`config.mk`:
```
export PLATFORM = sky130hd
export DESIGN_NAME = issue_buffer
export DESIGN_NICKNAME = d
export VERILOG_FILES = /design/src/rtl/issue_buffer_pkg.sv /design/src/rtl/issue_pair_check.sv /design/src/rtl/issue_buffer.sv
export SDC_FILE = /design/constraint.sdc
export NUM_CORES = 1
export LEC_CHECK = 0
export BUFFER_PORTS_ARGS = -buffer_cell sky130_fd_sc_hd__buf_2
export CORE_ASPECT_RATIO = 1.5
export CORE_MARGIN = 2
export CORE_UTILIZATION = 61
export DETAILED_ROUTE_END_ITERATION = 6
export HOLD_SLACK_MARGIN = 0.05
export PLACE_DENSITY_LB_ADDON = 0.05
export SLEW_MARGIN = 20
export SYNTH_ARGS = -nofsm -noshare
export SYNTH_HDL_FRONTEND = slang
export SYNTH_SLANG_ARGS = --single-unit
```
`constraint.sdc`:
```
create_clock -name clk -period 10.5 [get_ports clk]
set_input_delay 1.05 -clock clk [delete_from_list [all_inputs] [get_ports clk]]
set_output_delay 1.05 -clock clk [all_outputs]
set_load 0.02 [all_outputs]
```
`src/rtl/issue_buffer_pkg.sv`:
```
// ============================================================================
// Module   : issue_buffer_pkg
// Purpose  : Shared types and defaults for the dual-issue instruction buffer.
// Revision : 1.0 - initial release
// ============================================================================
`default_nettype none

package issue_buffer_pkg;

    localparam int ISSUE_DEPTH = 8;
    localparam int REG_ADDR_W  = 5;
    localparam int REG_WIDTH   = 32;

    typedef logic [REG_ADDR_W-1:0] reg_addr_t;
    typedef logic [REG_WIDTH-1:0]  reg_data_t;

    typedef struct packed {
        reg_data_t pc;
        reg_addr_t rs;
        reg_addr_t rt;
        logic      rs_en;
        logic      rt_en;
        reg_addr_t rd;
        logic      we;
    } issue_entry_t;

endpackage

`default_nettype wire

```
`src/rtl/issue_pair_check.sv`:
```
// ============================================================================
// Module   : issue_pair_check
// Purpose  : Decides whether the second issue candidate must wait because it
//            reads or rewrites the first candidate's destination register.
// Revision : 1.0 - initial release
// ============================================================================
`default_nettype none

module issue_pair_check
    import issue_buffer_pkg::*;
(
    input  issue_entry_t head,
    input  issue_entry_t next,
    output logic         blocked
);

    logic w_unused;

    // Writes to r0 are discarded by the regfile, so they never create a hazard.
    always_comb begin
        blocked = 1'b0;
        if (head.we && (head.rd != '0)) begin
            blocked = (next.rs_en && (next.rs == head.rd)) ||
                      (next.rt_en && (next.rt == head.rd)) ||
                      (next.we    && (next.rd == head.rd));
        end
    end

    assign w_unused = ^{head.pc, head.rs, head.rt, head.rs_en, head.rt_en, next.pc};

endmodule

`default_nettype wire

```
`src/rtl/issue_buffer.sv`:
```
// ============================================================================
// Module   : issue_buffer
// Purpose  : Circular buffer between decode and register-read; accepts two
//            instructions per cycle and issues up to two in order.
//            Macro DUAL_ISSUE_EN enables the second issue slot.
// Revision : 1.0 - initial release
// ============================================================================
`default_nettype none

module issue_buffer
    import issue_buffer_pkg::*;
#(
    parameter int DEPTH = ISSUE_DEPTH
)
(
    input  logic        clk,
    input  logic        rst,
    input  logic        flush,
    input  logic        stall,
    input  logic [1:0]  in_valid,
    input  logic [63:0] in_pc,
    input  logic [9:0]  in_rs,
    input  logic [9:0]  in_rt,
    input  logic [1:0]  in_rs_en,
    input  logic [1:0]  in_rt_en,
    input  logic [9:0]  in_rd,
    input  logic [1:0]  in_we,
    output logic        in_ready,
    output logic [3:0]  read_ena,
    output logic [19:0] read_addr,
    output logic [1:0]  iss_valid,
    output logic [63:0] iss_pc,
    output logic [9:0]  iss_rd,
    output logic [1:0]  iss_we
);

    localparam int PTR_W = $clog2(DEPTH);
    localparam int CNT_W = PTR_W + 1;

    issue_entry_t           mem_q [DEPTH];
    issue_entry_t           mem_d [DEPTH];
    logic [PTR_W-1:0]       head_q, head_d;
    logic [PTR_W-1:0]       tail_q, tail_d;
    logic [CNT_W-1:0]       count_q, count_d;

    issue_entry_t           w_in_e   [2];
    issue_entry_t           w_slot_e [2];
    logic [PTR_W-1:0]       w_tail1;
    logic [1:0]             w_push_n;
    logic [1:0]             w_pop_n;

    genvar k;
    for (k = 0; k < 2; k++) begin : g_in_slot
        assign w_in_e[k] = {in_pc[32*k +: 32], in_rs[5*k +: 5], in_rt[5*k +: 5],
                            in_rs_en[k], in_rt_en[k], in_rd[5*k +: 5], in_we[k]};
    end

    assign in_ready     = (count_q <= CNT_W'(DEPTH - 2));
    assign w_slot_e[0]  = mem_q[head_q];
    assign iss_valid[0] = !stall && (count_q != '0);

`ifdef DUAL_ISSUE_EN
    logic [PTR_W-1:0] w_head1;
    logic             w_blocked;

    assign w_head1     = head_q + PTR_W'(1);
    assign w_slot_e[1] = mem_q[w_head1];

    issue_pair_check u_pair_check (
        .head    (w_slot_e[0]),
        .next    (w_slot_e[1]),
        .blocked (w_blocked)
    );

    assign iss_valid[1] = iss_valid[0] && (count_q >= CNT_W'(2)) && !w_blocked;
`else
    assign w_slot_e[1]  = '0;
    assign iss_valid[1] = 1'b0;
`endif

    // Unissued slots present all-zero fields so the regfile sees no reads.
    for (k = 0; k < 2; k++) begin : g_iss_slot
        assign iss_pc[32*k +: 32]     = iss_valid[k] ? w_slot_e[k].pc : '0;
        assign iss_rd[5*k +: 5]       = iss_valid[k] ? w_slot_e[k].rd : '0;
        assign iss_we[k]              = iss_valid[k] & w_slot_e[k].we;
        assign read_ena[2*k]          = iss_valid[k] & w_slot_e[k].rs_en;
        assign read_ena[2*k+1]        = iss_valid[k] & w_slot_e[k].rt_en;
        assign read_addr[10*k +: 5]   = read_ena[2*k]   ? w_slot_e[k].rs : '0;
        assign read_addr[10*k+5 +: 5] = read_ena[2*k+1] ? w_slot_e[k].rt : '0;
    end

    assign w_tail1  = tail_q + PTR_W'(1);
    assign w_push_n = in_ready ? ({1'b0, in_valid[0]} + {1'b0, in_valid[1]}) : 2'd0;
    assign w_pop_n  = {1'b0, iss_valid[0]} + {1'b0, iss_valid[1]};

    always_comb begin
        for (int i = 0; i < DEPTH; i++) begin
            mem_d[i] = mem_q[i];
        end
        head_d  = head_q;
        tail_d  = tail_q;
        count_d = count_q;
        if (flush) begin
            head_d  = '0;
            tail_d  = '0;
            count_d = '0;
        end else begin
            if (in_ready && in_valid[0]) begin
                mem_d[tail_q] = w_in_e[0];
            end
            if (in_ready && in_valid[1]) begin
                mem_d[w_tail1] = w_in_e[1];
            end
            tail_d  = tail_q + PTR_W'(w_push_n);
            head_d  = head_q + PTR_W'(w_pop_n);
            count_d = count_q + CNT_W'(w_push_n) - CNT_W'(w_pop_n);
        end
    end

    always_ff @(posedge clk) begin
        if (rst) begin
            head_q  <= '0;
            tail_q  <= '0;
            count_q <= '0;
        end else begin
            head_q  <= head_d;
            tail_q  <= tail_d;
            count_q <= count_d;
        end
    end

    always_ff @(posedge clk) begin
        for (int i = 0; i < DEPTH; i++) begin
            mem_q[i] <= mem_d[i];
        end
    end

endmodule

`default_nettype wire

```
* After elaboration in Yosys (flattened, before gate mapping)
Memory sizes are Yosys's and may differ from the RTL's. A register that Yosys moved wholly into a read port is not among the register bits.
Index checks and enable logic that the tools add are counted.
** Cells by class
- Bitwise operators :: 5
- Add/subtract/negate cells :: 6
- Reductions and logical operators :: 8
- Magnitude comparators :: 5
- Multiplexer cells :: 16
** Operators by type and width (count)
- two-way mux 400 bit :: 4
- bitwise mux 400 bit :: 2
- demux 50 bit (select 3 bit) :: 2
- two-way mux 50 bit :: 2
- two-way mux 32 bit :: 1
- two-way mux 5 bit :: 3
- >= comparator 4 bit (second input constant) :: 2
- less-than comparator 4 x 1 -> 1 bit (second input constant) :: 2
- NOT 3 -> 4 bit :: 2
- logical AND 1 bit :: 5
- adder 4 x 2 -> 4 bit :: 1
- less-or-equal comparator 4 x 3 -> 1 bit (second input constant) :: 1
- nonzero test 4 bit :: 1
- subtractor 4 x 1 -> 4 bit :: 1
- adder 3 x 1 -> 3 bit :: 1
- adder 3 x 1 -> 3 bit (second input constant) :: 1
- adder 3 x 2 -> 3 bit :: 1
- AND 1 bit :: 3
- two-way mux 3 bit :: 1
- adder 1 x 1 -> 2 bit :: 1
- two-way mux 2 bit :: 1
- OR reduction 2 bit :: 1
- zero test 1 bit :: 1
** Storage, ports and cells
- Register bits :: 10
- Logic and storage cells :: 44
- Memories kept :: 1
- Output and inout port bits :: 103
- Memory bits (writable) :: 400
** Memory list
- mem_q :: words 8, bits a word 50, read ports 9, clocked after Yosys merged registers in 1, write ports 8, line issue_buffer.sv:40 : issue_entry_t mem_q [DEPTH];

* Longest topological paths before layout
- Depth after elaboration :: 11
- Mapped depth :: 14
- Mapped depth without buffers :: 12

* Worst setup path after synthesis
Ideal clock, no wire load.
- Path type :: input to register
- Start :: input port flush
- End :: memory mem_q[0][0] (netlist bit), enable pin
- Setup time :: 746 ps
- Data required time :: 9754 ps
- Stages on the path :: 1
- Slack :: 1008 ps
- Arrival time :: 8746 ps
- Path through :: inv_1
** RTL lines
- start, declared :: line issue_buffer.sv:18 : input logic flush,
- end, declared :: line issue_buffer.sv:40

==> flow_metrics.env <==
export IMPL_outcome="finished, violations left"
export IMPL_violations="design-rule violations"
export IMPL_p_leak_nw=10.0
export IMPL_irDropWorstVdd_uv=223
export IMPL_hold_viol=0
export IMPL_grt_pass1_vias=19900
export IMPL_hpwl_um=40900
export IMPL_fin_cells=3152
export IMPL_place_congestion=0.783
export IMPL_initial_core_util_pct=61.6
export IMPL_synth_avg_cell_area_sq_um=9.43
export IMPL_yosys_register_bits=410
export IMPL_required_ps=9450
export IMPL_grt_usage_pct=36.5
export IMPL_setup_viol=0
export IMPL_netSwitchingFraction_pct=31.5
export IMPL_syn_area_sq_um=25200
export IMPL_ys_warn_count=0
export IMPL_clock_root_buffer="clkbuf_16"
export IMPL_synth_area_leaders="edfxtp_1 48%, nand2_1 12%, a31oi_1 9.9%"
export IMPL_nets=2712
export IMPL_clk_latency_ps=550
export IMPL_cp_num_buf_inv=3
export IMPL_cts_buffers=42
export IMPL_yosys_area_top_type_share_pct=47.7
export IMPL_cap_violations=0
export IMPL_timing_fmax_mhz=191
export IMPL_crit_path_end_kind="output port"
export IMPL_relSlewSlack_pct=28.3
export IMPL_maxSlewViolCount=0
export IMPL_path_max_fanout=48
export IMPL_clockBufferDepth=3
export IMPL_critical_path_top_delay_family="buffers and inverters"
export IMPL_critPathArrivalTime_ps=4190
export IMPL_first_iter_violations=3264
export IMPL_seqCellArea_sq_um=12200
export IMPL_cts_sinks=410
export IMPL_grt_max_degree=122
export IMPL_grt_overflow_total=0
export IMPL_drc=2
export IMPL_final_common_cell="nand2_1"
export IMPL_n_fill_cell=3353
export IMPL_h_tree_depth=2
export IMPL_drive_gt1_share_pct=14.2
export IMPL_tritoncts="built"
export IMPL_ctsHoldBuffers=0
export IMPL_setup_tns_ps=0
export IMPL_syn_inst=2668
export IMPL_dr_pass1_iters=7
export IMPL_cp_cell_sequence="buf_4 > buf_4 > mux4_2 > mux2i_1 > or2_2 > nor2_1 > buf_2"
export IMPL_switchingPower_mw=1.59
export IMPL_start_kind="flop"
export IMPL_crit_slowest_cell="buf_4"
export IMPL_seq_area_frac_synth_pct=48.5
export IMPL_clkSlewWorstSetupHoldPaths_ps=60
export IMPL_tightest_slew_ps=1070
export IMPL_die_x_um=170
export IMPL_pwr_share_clk_pct=30.5
export IMPL_grt_antenna_before_repair=17
export IMPL_rsz0062_at_grt="false"
export IMPL_grt_pass1_wl_um=118000
export IMPL_synth_cell_type_count=35
export IMPL_die_area_sq_um=42900
export IMPL_combPwrFrac_pct=25.4
export IMPL_final_cell_mix="803 x nand2_1, 456 x nor2_1, 400 x a31oi_1, 400 x edfxtp_1, 157 x buf_2"
export IMPL_core_area_sq_um=40900
export IMPL_antenna_left=0
export IMPL_io_buffers=157
export IMPL_avgViaCountPerCell=6.60
export IMPL_finalClockSkew_ps=15.8
export IMPL_wl_um=78800
export IMPL_max_stage_delay_ps=870
export IMPL_num_vias=20800
export IMPL_area_growth_pct=4.19
export IMPL_layout_min_cycle_time_ps=5240
export IMPL_dp_cells=3059
export IMPL_internal_power_mw=3.45
export IMPL_period_share_pct=49.9
export IMPL_seq_power_share_pct=44.1
export IMPL_synth_largest_area_cell="edfxtp_1"
export IMPL_multi_input_area_sq_um=10800
export IMPL_worst_hold_path_type="reg2reg"
export IMPL_row_count=91
export IMPL_cts_resized=0
export IMPL_avgRoutedWirePerCell_um=25.0
export IMPL_boundaryPins=209
export IMPL_die_y_um=253
export IMPL_crit_type="reg2out"
export IMPL_post_cts_buffers=0
export IMPL_power_density_nw_per_um2=192
export IMPL_cp_common_cell="buf_4"
[state kept, by name (all words and copies together) (netlist names)]
signal,count
tail_q,3
count_q,4
mem_q,400
head_q,3
[worst register-to-register path, cell delays in order, from the launching register on]
cell     delay [ps]
dfxtp_1         310
inv_1            70
ha_1            200
nand3_2         420
nand4_1         700
buf_4           590
buf_4           660
a31oi_1         190
[cell usage after synthesis]
cell / instances
xnor2_1: 4
nand4_1: 14
buf_4: 80
or2_2: 2
buf_2: 151
and4b_1: 2
clkbuf_2: 2
a21oi_1: 1
a21bo_4: 1
buf_8: 15
conb_1: 1
ha_1: 12
xor2_1: 2
nor3b_1: 1
a21o_1: 2
or2_1: 1
buf_6: 37
nand4b_2: 2
clkbuf_1: 60
nand2_1: 803
a31oi_1: 400
edfxtp_1: 400
and4_1: 6
mux4_2: 100
and2_1: 7
dfxtp_1: 10
and3b_1: 2
inv_1: 14
mux2i_1: 50
nor2b_1: 3
nand3_2: 1
and3_1: 1
nor2_1: 456
fa_1: 2
buf_1: 23
[area by class of cell]
class / count / area share, %
timing repair buffer: 198 / 4.19
multi-input combinational: 1926 / 41.2
antenna: 16 / 0.153
clock inverter: 22 / 0.754
sequential: 410 / 46.6
clock buffer: 55 / 4.44
inverter: 14 / 0.229
tap: 511 / 2.44
[logic make-up (layout without fill, tap and decap cells)]
family / count (synthesis) / after routing / synth area share (%)
simple gates: 1301 / 1301 / 20.0
flops: 410 / 410 / 48.5
other cells: 1 / 67 / 0.0149
mux: 150 / 150 / 10.9
xor+xnor: 6 / 6 / 0.209
compound gates: 404 / 404 / 10.1
buf+inv: 382 / 289 / 9.43
fa+ha+maj: 14 / 14 / 0.756
[power by group through the flow]
| stage | logic [mW] | clock network [mW] | registers, mW |
|---|---|---|---|
| 5_1_grt | 1.38 | 1.60 | 2.25 |
| 3_3_place_gp | 1.22 | 0 | 2.24 |
| 3_5_place_dp | 1.26 | 0 | 2.25 |
| 2_1_floorplan | 1.00 | 0 | 2.22 |
| 6_report | 1.28 | 1.54 | 2.22 |
| 4_1_cts | 1.26 | 1.54 | 2.22 |
[stage by stage]
step	hold WS, ps	utilization (%)	area (sq um)	total power [mW]	setup slack [ps]
global route	677	64.1	26200	5.23	4990
floorplan	552	-	25300	3.22	1010
global placement	603	60.7	24800	3.46	5790
detailed placement	625	60.7	24800	3.51	5790
CTS	641	64.0	26200	5.03	5180
finish	644	64.1	26200	5.04	5260
[metal layers]
| layer | GRT usage, % | vias up | part of all wire (%) | routed length [um] |
|---|---|---|---|---|
| met3 | 5.40 | 239 | 12 | 9350 |
| li1 | - | 9124 | - | - |
| met2 | 59.3 | 1512 | 48 | 37800 |
| met4 | 16.4 | 2 | 4.1 | 3200 |
| met1 | 48.9 | 9921 | 36 | 28400 |
| met5 | 0 | - | 0.013 | 10 |
[final timing paths]
check | start | endpoint | slack, ps | cells past startpoint
worst max-delay path | head_q[0]$_SDFF_PP0_ | read_addr[5] | 5260 | 7
worst min-delay path | mem_q[3][49]$_DFFE_PN_ | mem_q[3][49]$_DFFE_PN_ | 640 | 2
worst max register to register | count_q[3]$_SDFF_PP0_ | mem_q[7][37]$_DFFE_PN_ | 7070 | 7
worst min register to register | mem_q[3][49]$_DFFE_PN_ | mem_q[3][49]$_DFFE_PN_ | 640 | 2
Note: power is estimated with default switching activity, not from simulation.
